$ cat config.mk
export PLATFORM = sky130hd
export DESIGN_NAME = pc_sequencer
export DESIGN_NICKNAME = d
export VERILOG_FILES = /design/src/rtl/pc_seq_pkg.sv /design/src/rtl/pc_seq_target.sv /design/src/rtl/pc_sequencer.sv
export SDC_FILE = /design/constraint.sdc
export NUM_CORES = 1
export LEC_CHECK = 0
export BUFFER_PORTS_ARGS = -buffer_cell sky130_fd_sc_hd__buf_2
export CORE_MARGIN = 2
export CORE_UTILIZATION = 47
export CTS_CLUSTER_SIZE = 25
export DETAILED_ROUTE_END_ITERATION = 7
export MAX_ROUTING_LAYER = met4
export PLACE_DENSITY = 0.74
export SYNTH_ARGS = -nofsm -noshare
export SYNTH_HDL_FRONTEND = slang
export SYNTH_HIERARCHICAL = 1
export SYNTH_SLANG_ARGS = --single-unit
$ cat constraint.sdc
create_clock -name clk -period 5.3 [get_ports clk]
set_input_delay 0.53 -clock clk [delete_from_list [all_inputs] [get_ports clk]]
set_output_delay 0.53 -clock clk [all_outputs]
set_load 0.02 [all_outputs]
$ cat src/rtl/pc_seq_pkg.sv
// Shared types and redirect arithmetic for the fetch-side PC sequencer.
package pc_seq_pkg;

  localparam int unsigned PC_W   = 32;
  localparam int unsigned JIDX_W = 26;

  typedef enum logic [1:0] {
    BOOT,
    FETCH,
    HOLD
  } pc_seq_state_e;

  // jr > j > br; with nothing asserted the fall-through base is returned.
  function automatic logic [PC_W-1:0] calc_redirect(
    input logic [PC_W-1:0]   base,
    input logic              br,
    input logic [PC_W-1:0]   off,
    input logic              j,
    input logic [JIDX_W-1:0] jidx,
    input logic              jr,
    input logic [PC_W-1:0]   jrt
  );
    logic [PC_W-1:0] target;
    if (jr) begin
      target = jrt;
    end else if (j) begin
      target = {base[PC_W-1:JIDX_W], jidx};
    end else if (br) begin
      target = base + off;
    end else begin
      target = base;
    end
    return target;
  endfunction

endpackage

$ cat src/rtl/pc_seq_target.sv
// Combinational redirect detection and target calculation relative to instr_pc + 1.
module pc_seq_target
  import pc_seq_pkg::*;
#(
  parameter int unsigned OFFSET_W = 16
) (
  input  logic [PC_W-1:0]     instr_pc,
  input  logic                br_taken,
  input  logic [OFFSET_W-1:0] br_offset,
  input  logic                j_valid,
  input  logic [JIDX_W-1:0]   j_target,
  input  logic                jr_valid,
  input  logic [PC_W-1:0]     jr_target,
  output logic                redirect,
  output logic [PC_W-1:0]     target
);

  logic [PC_W-1:0] base;
  logic [PC_W-1:0] off_ext;

  always_comb begin
    base     = instr_pc + 32'd1;
    off_ext  = {{(PC_W - OFFSET_W){br_offset[OFFSET_W-1]}}, br_offset};
    redirect = br_taken | j_valid | jr_valid;
    target   = calc_redirect(base, br_taken, off_ext, j_valid, j_target, jr_valid, jr_target);
  end

endmodule

$ cat src/rtl/pc_sequencer.sv
// Fetch-side PC sequencer: req/ack instruction fetch with branch/jump/jr redirects and stall.
// Optional performance counters are built when PC_SEQ_PERF_EN is defined.
module pc_sequencer
  import pc_seq_pkg::*;
#(
  parameter logic [31:0] RESET_VECTOR = 32'h0000_0000,
  parameter int unsigned OFFSET_W     = 16
) (
  input  logic                clk,
  input  logic                rst,
  input  logic                stall,
  input  logic                br_taken,
  input  logic [OFFSET_W-1:0] br_offset,
  input  logic                j_valid,
  input  logic [JIDX_W-1:0]   j_target,
  input  logic                jr_valid,
  input  logic [PC_W-1:0]     jr_target,
  output logic                imem_req,
  output logic [PC_W-1:0]     imem_addr,
  input  logic                imem_ack,
  input  logic [31:0]         imem_rdata,
  output logic [31:0]         instr,
  output logic [PC_W-1:0]     instr_pc,
  output logic                instr_valid,
  output logic [PC_W-1:0]     pc
`ifdef PC_SEQ_PERF_EN
  ,
  output logic [31:0]         perf_fetch,
  output logic [31:0]         perf_wait
`endif
);

  pc_seq_state_e   state_q;
  logic [PC_W-1:0] pc_q;
  logic [PC_W-1:0] instr_pc_q;
  logic [31:0]     instr_q;
  logic            req_q;
  logic            valid_q;
  logic            redirect;
  logic [PC_W-1:0] target;
  logic            deliver;

  pc_seq_target #(
    .OFFSET_W (OFFSET_W)
  ) u_target (
    .instr_pc  (instr_pc_q),
    .br_taken  (br_taken),
    .br_offset (br_offset),
    .j_valid   (j_valid),
    .j_target  (j_target),
    .jr_valid  (jr_valid),
    .jr_target (jr_target),
    .redirect  (redirect),
    .target    (target)
  );

  assign deliver = (state_q == FETCH) && imem_ack && !redirect;

  always_ff @(posedge clk) begin
    if (rst) begin
      state_q    <= BOOT;
      pc_q       <= RESET_VECTOR;
      req_q      <= 1'b0;
      valid_q    <= 1'b0;
      instr_q    <= '0;
      instr_pc_q <= '0;
    end else begin
      valid_q <= 1'b0;
      unique case (state_q)
        BOOT: begin
          state_q <= stall ? HOLD : FETCH;
          req_q   <= !stall;
        end
        FETCH: begin
          if (imem_ack) begin
            if (redirect) begin
              pc_q <= target;
            end else begin
              valid_q    <= 1'b1;
              instr_q    <= imem_rdata;
              instr_pc_q <= pc_q;
              pc_q       <= pc_q + 32'd1;
            end
            state_q <= stall ? HOLD : FETCH;
            req_q   <= !stall;
          end else if (redirect) begin
            // Address changes under an open request: drop req for a cycle to cancel it.
            pc_q    <= target;
            state_q <= HOLD;
            req_q   <= 1'b0;
          end
        end
        HOLD: begin
          if (redirect) begin
            pc_q <= target;
          end
          if (!stall) begin
            state_q <= FETCH;
            req_q   <= 1'b1;
          end
        end
        default: begin
          state_q <= BOOT;
          req_q   <= 1'b0;
        end
      endcase
    end
  end

  assign imem_req    = req_q;
  assign imem_addr   = pc_q;
  assign pc          = pc_q;
  assign instr       = instr_q;
  assign instr_pc    = instr_pc_q;
  assign instr_valid = valid_q;

`ifdef PC_SEQ_PERF_EN
  logic [31:0] perf_fetch_q;
  logic [31:0] perf_wait_q;

  always_ff @(posedge clk) begin
    if (rst) begin
      perf_fetch_q <= '0;
      perf_wait_q  <= '0;
    end else begin
      if (deliver && (perf_fetch_q != 32'hFFFF_FFFF)) begin
        perf_fetch_q <= perf_fetch_q + 32'd1;
      end
      if (req_q && !imem_ack && (perf_wait_q != 32'hFFFF_FFFF)) begin
        perf_wait_q <= perf_wait_q + 32'd1;
      end
    end
  end

  assign perf_fetch = perf_fetch_q;
  assign perf_wait  = perf_wait_q;
`endif

endmodule

# ---- After elaboration in Yosys (flattened, before gate mapping)
# Index checks and enable logic that the tools add are counted.
dict set report totals {
  register_bits 100
  inputBits 113
}
dict set report classes {
  n_eq_ne 4
  muxes 17
  reduce_logical 6
  bitwise_logic 5
  add_sub_neg 3
}
# operator count
set ops {}
lappend ops {{32-bit two-way mux} 6}
lappend ops {{32-bit by 1-bit adder with 32-bit output (second input constant)} 2}
lappend ops {{32-bit one-hot mux with 2 select lines} 1}
lappend ops {{32-bit adder} 1}
lappend ops {{2-bit two-way mux} 4}
lappend ops {{2-bit one-hot mux with 3 select lines} 1}
lappend ops {{1-bit two-way mux} 4}
lappend ops {{3-bit != test (second input constant)} 1}
lappend ops {{1-bit inverter} 3}
lappend ops {{1-bit one-hot mux with 3 select lines} 1}
lappend ops {{3-bit AND reduction} 1}
lappend ops {{3-bit OR reduction} 1}
lappend ops {{2-bit by 1-bit == test with 1-bit output (second input constant)} 1}
lappend ops {{2-bit == test (second input constant)} 1}
lappend ops {{2-bit logical NOT} 1}
lappend ops {{2-bit != test (second input constant)} 1}
lappend ops {{1-bit bitwise OR} 2}
lappend ops {{2-bit AND reduction} 1}
lappend ops {{2-bit nonzero test} 1}
lappend ops {{1-bit logical NOT} 1}

# ---- Longest topological paths before layout
# Gate-level depths: netlist (run 1).
dict set report depth {
  depth_word 8
  mapped_depth 21
}

# ---- Modules after synthesis
# The synthesis (run 1) kept the hierarchy.
# mod seq_area_each_um2 cells_per_inst area_per_inst_um2 instances
set modules_own_cells {}
lappend modules_own_cells {pc_sequencer 1981.9 625 4918.5 1}
lappend modules_own_cells {pc_seq_target 0.0 486 3175.5 1}

# ---- Least setup slack after synthesis (run 1)
# No wires, ideal clock.
dict set report synth_timing {
  path_type {register to register}
  start {reg instr_pc_q[0], in the netlist instr_pc[0]}
  end {reg pc_q[31], in the netlist imem_addr[31]}
  n_path_buf 1
  path_stages_with_launch 22
  t_required_ns 5.230
  arrival_ns 4.457
  path_slack_ns 0.773
  period_less_slack_ns 4.527
  setup_ns 0.070
  path_cell_list {dfxtp_1 > ha_1 > and3_1 > clkbuf_1 > and4_1 > nand3_1 > xnor2_1 > ha_1 > a21o_1 > o21bai_1 > and3_4 > o31a_1 > a21oi_2 > o31a_4 > o31ai_2 > mux4_2 > nor2_1 > nand2_1 > o211ai_1 > o21ai_0 > a31o_2 > a21oi_1}
}
dict set report synth_between {
  elab_chain_len 8
  word_cells_on_any_way 9
}
# element line
set synth_lines {}
lappend synth_lines {{from (decl)} pc_sequencer.sv:35} ;# logic [PC_W-1:0] instr_pc_q;
lappend synth_lines {{from (signal assigned)} pc_sequencer.sv:81} ;# instr_pc_q <= pc_q;
lappend synth_lines {{32-bit by 1-bit adder with 32-bit output *} pc_seq_target.sv:22} ;# base = instr_pc + 32'd1;
lappend synth_lines {{32-bit adder} pc_seq_pkg.sv:29} ;# target = base + off;
lappend synth_lines {{32-bit two-way mux} pc_seq_pkg.sv:28} ;# end else if (br) begin
lappend synth_lines {{32-bit two-way mux *} pc_seq_pkg.sv:26} ;# end else if (j) begin
lappend synth_lines {{32-bit two-way mux *} pc_seq_pkg.sv:24} ;# if (jr) begin
lappend synth_lines {{named net target[31]} pc_sequencer.sv:40} ;# logic [PC_W-1:0] target;
lappend synth_lines {{32-bit two-way mux (on tied branches)} {pc_sequencer.sv:86, pc_sequencer.sv:94, pc_sequencer.sv:76}}
lappend synth_lines {{32-bit two-way mux} pc_sequencer.sv:75} ;# if (imem_ack) begin
lappend synth_lines {{32-bit one-hot mux with 2 select lines *} pc_sequencer.sv:69} ;# unique case (state_q)
lappend synth_lines {{to (signal assigned)} pc_sequencer.sv:77} ;# pc_q <= target;
lappend synth_lines {{to (signal assigned)} pc_sequencer.sv:88} ;# pc_q <= target;
lappend synth_lines {{to (signal assigned)} pc_sequencer.sv:95} ;# pc_q <= target;
lappend synth_lines {{to (decl)} pc_sequencer.sv:34} ;# logic [PC_W-1:0] pc_q;
# Mark *: on every way through the listed nets, which the timed path passes. The rest lies on a longest branch.
# A chain may end at the register's enable or synchronous reset.

# ---- Final worst setup path (run 1)
dict set report layout_timing {
  start {reg instr_pc_q[2], in the netlist instr_pc[2]}
  end {reg pc_q[31], in the netlist imem_addr[31]}
}
# The elaborated chain is that of the path after synthesis.

==> summary.md, run 1 <==
| Metric | Value |
|---|---|
| Most frequent cells in the layout | 241 x buf_2, 234 x nand2_1, 134 x a21oi_1 |
| Worst-Margin Slew | 1.081 ns |
| Worst Hold Class | input port to flop |
| Busiest grt layer | met2 |
| Post-synthesis mux area share | 3.324% |
| Slowest stage cell on the critical path | mux4_2 |
| Global-route wire length before repair | 41570 um |
| Gp weighted congestion | 0.9453 |
| Worst-Skew Late Latency | 0.34 ns |
| VDD IR max | 168.8 uV |
| Leak | 4.328 nW |
| Max Clk Rate | 204.3 MHz |
| Chip Width | 135.2 um |
| Yosys cell types | 84 |
| Crit path max-delay family | compound AO/OA/AOI/OAI gates |
| Slew HR | 27.93% |
| Detailed Route WL | 26630 um |
| GR Util met1 | 41.33% |
| Commonest non-fill, non-tap cell in the layout | buf_2 |
| CTS tree | done |
| Post-Synth Adder-Cell Area | 7.049% |
| Hpwl dp | 20030 um |
| GRT overflow | 0 |
| GR Util met3 | 3.442% |
| HP Start | imem_rdata[28] |
| Clock Path Buffers | 2 |
| Starting Density | 48.46% |
| Final Hold Vio Count | 0 |
| Drt wl/cell | 17.66 um |
| Setup-failing EPs final | 0 |
| Cells after Synth | 1111 |
| Crit path kind | flop to flop |
| MaxCap Viol Count | 0 |
| First-pass DRT Iterations | 6 |
| Fin nets | 1441 |
| Compound-Gate Fraction of Synth Area | 24.84% |
| Required @ worst endpoint | 5.58 ns |
| Length in cells of the worst reg-to-reg path | 19 |
| Asr flop ratio synth | 0% |
| EDFF count, synth | 0 |
| Number of buffers created by CTS | 9 |
| CP Depth | 19 |
| CP Capture Type | flop |
| Via Count | 8756 |
| Clock Pin Slew Worst Setup and Hold Paths | 0.07 ns |
| Worst hold stages | 3 |
| R2R Setup Slk | 0.41 ns |
| IO Pins | 243 |
| Yosys warns | 6 |
| Tmin final | 4.894 ns |
| CTS HTree Levels | 3 |
| Antenna Nets Post-Route | 0 |
| Main synth FF type | dfxtp_1 |
| Layout area overhead | 17.24% |
| Via-to-Cell Ratio | 5.806 |
| DR iter-0 viols | 765 |
| PortBufs | 242 |
| RSZ-0062 raised after global routing | false |
| CP arrival | 5.17 ns |
| RR Startpoint | instr_pc[2]$_SDFFE_PP0P_ |
| Max-slew violations | 0 |
| Layout cells sized above 1 | 23.91% |
| M2 GR Usage | 44.56% |
| CP bufs+invs | 0 |
| Hold Path End | instr[28]$_SDFFE_PP0P_ |
| Skew final | 0.008937 ns |
| Final cycle utilization of the critical path | 92.35% |
| Worst r2r dst | imem_addr[31]$_SDFFE_PP0P_ |
| Cell Area, Synth | 8094 um^2 |
| Final hold slack | 0.4224 ns |
| Setup TNS | 0 ns |
| Largest net degree at the start of global routing | 104 |
| Mean Syn Cell Area | 7.285 um^2 |
| Core box area | 16700 um^2 |
| Syn nets | 1269 |
| Initial antenna violation count | 0 |
| TritonCTS Sinks | 99 |
| GRT Util Overall | 29.14% |
| Largest family of logic cells by synthesized area | simple AND/OR/NAND/NOR gates |
| Root Buffer | clkbuf_16 |
| Seq/Total Area, Yosys | 24.49% |
| PD cells | 239.6 nW/um^2 |
| Diode count | 0 |
| Die area | 18290 um^2 |
| Worst-path fanout max | 7 |
| Post-Synth Simple-Gate Area | 27.55% |
| Chip height | 135.2 um |
| Number of global-route vias before repair | 7822 |
| XOR/XNOR share of the synthesized area | 4.978% |
| Startpoint types | flop |
| Core Rows | 47 |
| CP Cell Sequence | and4_1 -> nand4_1 -> nor2_1 -> and4_1 -> xor2_1 -> ha_1 -> a21oi_1 -> o32ai_1 -> o31a_1 -> a21oi_2 -> o31a_4 -> o31ai_2 -> mux4_2 -> nor2_1 -> nand2_1 -> o211ai_1 -> o21ai_0 -> a31o_2 -> a21oi_1 |
| Synth Register Bits | 99 |
| Status | complete, no violations |
| DR DRC count | 0 |
| CP max stage delay | 0.54 ns |
[routing by layer]
metal | up-vias | part of all wire (%) | wire [um]
met5 | - | 0 | 0
met4 | 0 | 1.5 | 388
met3 | 31 | 9.2 | 2460
met2 | 451 | 44 | 11630
met1 | 3991 | 46 | 12150
li1 | 4283 | - | -
[power breakdown]
group          internal (W)  leakage (nW)  switching (W)  total (W)
clock              0.000439         0.159       0.000278   0.000717
sequential         0.000792         0.803       0.000109   0.000901
combinational      0.000229          3.37       0.000428   0.000657
[per-stage QoR]
stage	power [W]	cells	worst slack [ns]	utilization, %	area, um^2
floorplan	0.001368	1111	0.7735	-	8094
global placement	0.001552	1491	0.5655	54.75	9144
detailed placement	0.001559	1491	0.4296	54.75	9144
CTS	0.002275	1507	0.3618	56.72	9473
global route	0.002369	1508	0.002802	56.82	9489
finish	0.002274	1508	0.4055	56.82	9489
[flip-flops by register name, summed over array words and instances (netlist names)]
signal	count
instr_pc	32
instr_valid	1
imem_addr	32
state_q	2
instr	32
[worst max path at each step]
stage                               from                         end  slack (ns)
4_1_cts         instr_pc[7]$_SDFFE_PP0P_  imem_addr[31]$_SDFFE_PP0P_        0.36
2_1_floorplan   instr_pc[0]$_SDFFE_PP0P_  imem_addr[31]$_SDFFE_PP0P_        0.77
3_3_place_gp    instr_pc[7]$_SDFFE_PP0P_  imem_addr[31]$_SDFFE_PP0P_        0.57
6_report        instr_pc[2]$_SDFFE_PP0P_  imem_addr[31]$_SDFFE_PP0P_        0.41
3_5_place_dp    instr_pc[7]$_SDFFE_PP0P_  imem_addr[31]$_SDFFE_PP0P_        0.43
5_1_grt        instr_pc[10]$_SDFFE_PP0P_  imem_addr[31]$_SDFFE_PP0P_       0.003
[layout make-up]
cell class | instances | area [um^2]
Clock buffer | 12 | 256.5
Clock inverter | 4 | 72.57
Fill cell | 1642 | 7212
Inverter | 29 | 108.9
Multi-Input combinational cell | 891 | 5498
Sequential cell | 99 | 1982
Tap cell | 220 | 275.3
Timing Repair Buffer | 253 | 1296
[logic make-up (layout without fill, tap and decap cells)]
group / count (synthesis) / count (layout)
xor gates and xnor gates: 46 / 46
AOI/OAI and AO/OA: 320 / 320
adders and majority gates: 45 / 45
and+or+nand+nor: 455 / 455
DFF: 99 / 99
muxes: 25 / 25
buffers and inverters: 121 / 298
[worst reg2reg max path: stages, from the launching register on]
cell and delay (ns):
dfxtp_1 0.44, and4_1 0.27, nand4_1 0.28, nor2_1 0.22, and4_1 0.22, xor2_1 0.25
ha_1 0.29, a21oi_1 0.11, o32ai_1 0.44, o31a_1 0.22, a21oi_2 0.09, o31a_4 0.31
o31ai_2 0.28, mux4_2 0.54, nor2_1 0.21, nand2_1 0.08, o211ai_1 0.10, o21ai_0 0.12
a31o_2 0.27, a21oi_1 0.10
[synthesized netlist by cell type, types with 22 or more instances]
cell | count | area (um^2)
inv_1 | 29 | 108.9
dfxtp_1 | 99 | 1982
clkbuf_1 | 44 | 165.2
ha_1 | 44 | 550.5
o21ai_0 | 51 | 255.2
and3_1 | 24 | 150.1
nor2_1 | 73 | 274.0
xnor2_1 | 32 | 280.3
o22ai_1 | 22 | 137.6
a21oi_1 | 134 | 670.6
buf_4 | 34 | 255.2
nand2_1 | 234 | 878.3
nand3_1 | 31 | 155.2
[repair_timing]
item	CTS	global route
setup buffers	0	1
resized for setup	0	1
hold buffers	0	0
setup endpoints to repair	0	1
Power figures use the tool's default switching activity.
==> run 2: changes to the inputs <==
--- a/config.mk
+++ b/config.mk
@@ -6,6 +6,7 @@
 export NUM_CORES = 1
 export LEC_CHECK = 0
 export BUFFER_PORTS_ARGS = -buffer_cell sky130_fd_sc_hd__buf_2
+export CORE_ASPECT_RATIO = 0.8
 export CORE_MARGIN = 2
 export CORE_UTILIZATION = 47
 export CTS_CLUSTER_SIZE = 25
==> run 2 against run 1 <==
  * Via count is 0.80% higher
  * Die area barely moved
  * Count of clock-buffer cells in the layout is 3 lower
  * Maximum frequency grew 1.4%
  * Worst hold slack got worse by 0.027 ns
  * Non-clock buffer count fell by 2
  * Sequential power barely moved
  * Global-route usage rose by 0.094 points
==> summary.md, run 2 (synthesis gave the netlist of run 1 again) <==
| Metric | Value |
|---|---|
| Status | complete, no violations |
| Diode count | 0 (unchanged) |
| Starting Density | 48.44% (about the same) |
| Tmin final | 4.828 ns (-0.06608 ns) |
| Final hold slack | 0.3953 ns (-0.02707 ns) |
| CTS resizes | 0 (unchanged) |
| Final Hold Vio Count | 0 (unchanged) |
| Leak | 4.297 nW (-0.72%) |
| Root Buffer | clkbuf_16 |
| MaxCap Viol Count | 0 (unchanged) |
| GRT Util Overall | 29.24% (+0.094 points) |
| IO Pins | 243 (unchanged) |
| DR DRC count | 0 (unchanged) |
| CP bufs+invs | 0 (unchanged) |
| Die area | 18290 um^2 (about the same) |
| Most frequent cells in the layout | 241 x buf_2, 234 x nand2_1, 134 x a21oi_1 |
| Number of buffers created by CTS | 9 (unchanged) |
| CTS tree | done |
| Antenna Nets Post-Route | 0 (unchanged) |
| CP Depth | 20 (+1) |
| Final worst slack | 0.4716 ns (+0.06608 ns) |
| Via-to-Cell Ratio | 5.861 (+0.93%) |
| Worst hold stages | 3 (unchanged) |
| CP Capture Type | flop |
| Core Rows | 42 (-11%) |
| Setup-failing EPs final | 0 (unchanged) |
| Worst-path fanout max | 8 (+1) |
| CP arrival | 5.12 ns (-0.05 ns) |
| CTS HTree Levels | 3 (unchanged) |
| Chip Width | 150.7 um (+11%) |
| Startpoint types | flop |
| TritonCTS Sinks | 99 (unchanged) |
| Max Clk Rate | 207.1 MHz (+1.4%) |
| Global-route wire length before repair | 41160 um (-1.0%) |
| Crit path max-delay family | compound AO/OA/AOI/OAI gates |
| Hold-fix buffers, CTS | 0 (unchanged) |
| RSZ-0062 raised after global routing | false |
| Length in cells of the worst reg-to-reg path | 20 (+1) |
| DR iter-0 viols | 686 (-10%) |
| Tot Pwr | 0.002236 W (-1.7%) |
| Commonest non-fill, non-tap cell in the layout | buf_2 |
| Met3 WL | 2358 um (-4.1%) |
| Largest net degree at the start of global routing | 76 (-27%) |
| M1 wire length | 11530 um (-5.1%) |
| Slew HR | 28.39% (+0.46 points) |
| Layout cells sized above 1 | 23.95% (+0.037 points) |
| Via Count | 8826 (+0.80%) |
| Clock Path Buffers | 2 (unchanged) |
| Gp weighted congestion | 0.9774 (+3.4%) |
| Number of global-route vias before repair | 7777 (-0.58%) |
| Worst Hold Class | input port to flop |
| PD cells | 236.2 nW/um^2 (-1.4%) |
| Setup TNS | 0 ns (unchanged) |
| Initial antenna violation count | 0 (unchanged) |
| Crit path kind | flop to flop |
| Hpwl dp | 20190 um (+0.83%) |
| Final cycle utilization of the critical path | 91.10% (-1.2 points) |
| Crit path top cell by count | ha_1 |
| PortBufs | 242 (unchanged) |
| First-pass DRT Iterations | 5 (-1) |
| Drt wl/cell | 17.80 um (+0.76%) |
| Layout area overhead | 16.93% |
| Top layer in use | met4 |
| GRT overflow | 0 (unchanged) |
| Required @ worst endpoint | 5.59 ns (about the same) |
| RR Startpoint | instr_pc[0]$_SDFFE_PP0P_ |
| Worst r2r dst | imem_addr[31]$_SDFFE_PP0P_ |
| Max-slew violations | 0 (unchanged) |
| VDD IR max | 231.0 uV (+37%) |
| Clock Pin Slew Worst Setup and Hold Paths | 0.09 ns (+0.02 ns) |
| Worst-Skew Late Latency | 0.36 ns (+0.02 ns) |
| Chip height | 121.4 um (-10%) |
| Pre-CTS WS | 0.4814 ns (+0.05185 ns) |
| CP max stage delay | 0.52 ns (-0.02 ns) |
| Detailed Route WL | 26800 um (+0.63%) |
| R2R Setup Slk | 0.47 ns (+0.07 ns) |
| Critical Path End | imem_addr[31]$_SDFFE_PP0P_ |
| Worst-Margin Slew | 1.070 ns (-0.01091 ns) |
| CP Cell Sequence | ha_1 -> and3_2 -> and4_1 -> nand3_1 -> xnor2_1 -> ha_1 -> a21o_1 -> o21bai_1 -> and3_4 -> o31a_1 -> a21oi_2 -> o31a_4 -> o31ai_2 -> mux4_2 -> nor2_1 -> nand2_1 -> o211ai_1 -> o21ai_0 -> a31o_2 -> a21oi_1 |
| Slowest stage cell on the critical path | mux4_2 |
| Core box area | 16710 um^2 (about the same) |
| CP Launch Point | instr_pc[0]$_SDFFE_PP0P_ |
| Met2 WL | 12170 um (+4.6%) |
| Post-CTS setup buffers | 0 (unchanged) |
| Fin nets | 1439 (-0.14%) |
| Skew final | 0.01486 ns (+0.005925 ns) |
-- run 2: per-stage QoR --
step                      util (%)  std cells  instance area [um^2]
final                        56.63       1506                  9464
after floorplan                  -       1111                  8094
after CTS                    56.63       1506                  9463
after global placement       54.67       1490                  9136
after detailed placement     54.67       1490                  9136
after global routing         56.63       1506                  9464
-- run 2: worst min path at each step --
stage	startpoint	to	slack, ns
after global placement	instr[16]$_SDFFE_PP0P_	instr[16]$_SDFFE_PP0P_	0.44
after global routing	imem_rdata[27]	instr[27]$_SDFFE_PP0P_	0.39
after floorplan	state_q[1]$_SDFFE_PP0P_	state_q[1]$_SDFFE_PP0P_	0.52
after CTS	imem_rdata[28]	instr[28]$_SDFFE_PP0P_	0.39
final	imem_rdata[19]	instr[19]$_SDFFE_PP0P_	0.40
after detailed placement	instr[17]$_SDFFE_PP0P_	instr[17]$_SDFFE_PP0P_	0.44
-- run 2: cell type report --
type | instances | area [um^2]
multi-input combinational | 891 | 5490
timing repair buffer | 251 | 1281
clock inverter | 7 | 101.3
clock buffer | 9 | 225.2
tap | 220 | 275.3
fill | 1646 | 7247
sequential | 99 | 1982
inverter | 29 | 108.9
-- run 2: per-layer routing --
layer	track usage, %	up-vias
met3	4.737	40
met5	-	-
li1	-	4285
met1	39.18	4085
met2	45.20	416
met4	9.404	0
-- run 2: power breakdown --
group	internal (W)	leakage, nW	switching, W	total (W)
logic	0.000227	3.34	0.000420	0.000647
registers	0.000791	0.803	0.000109	0.000900
clock network	0.000344	0.156	0.000345	0.000689
total	0.00136	4.30	0.000873	0.00224
-- run 2: worst register-to-register path, stage by stage (launching register included) --
cell	delay (ns)
dfxtp_1	0.48
ha_1	0.29
and3_2	0.31
and4_1	0.29
nand3_1	0.11
xnor2_1	0.16
ha_1	0.39
a21o_1	0.20
o21bai_1	0.16
and3_4	0.22
o31a_1	0.15
a21oi_2	0.09
o31a_4	0.31
o31ai_2	0.29
mux4_2	0.52
nor2_1	0.16
nand2_1	0.07
o211ai_1	0.10
o21ai_0	0.10
a31o_2	0.26
a21oi_1	0.11
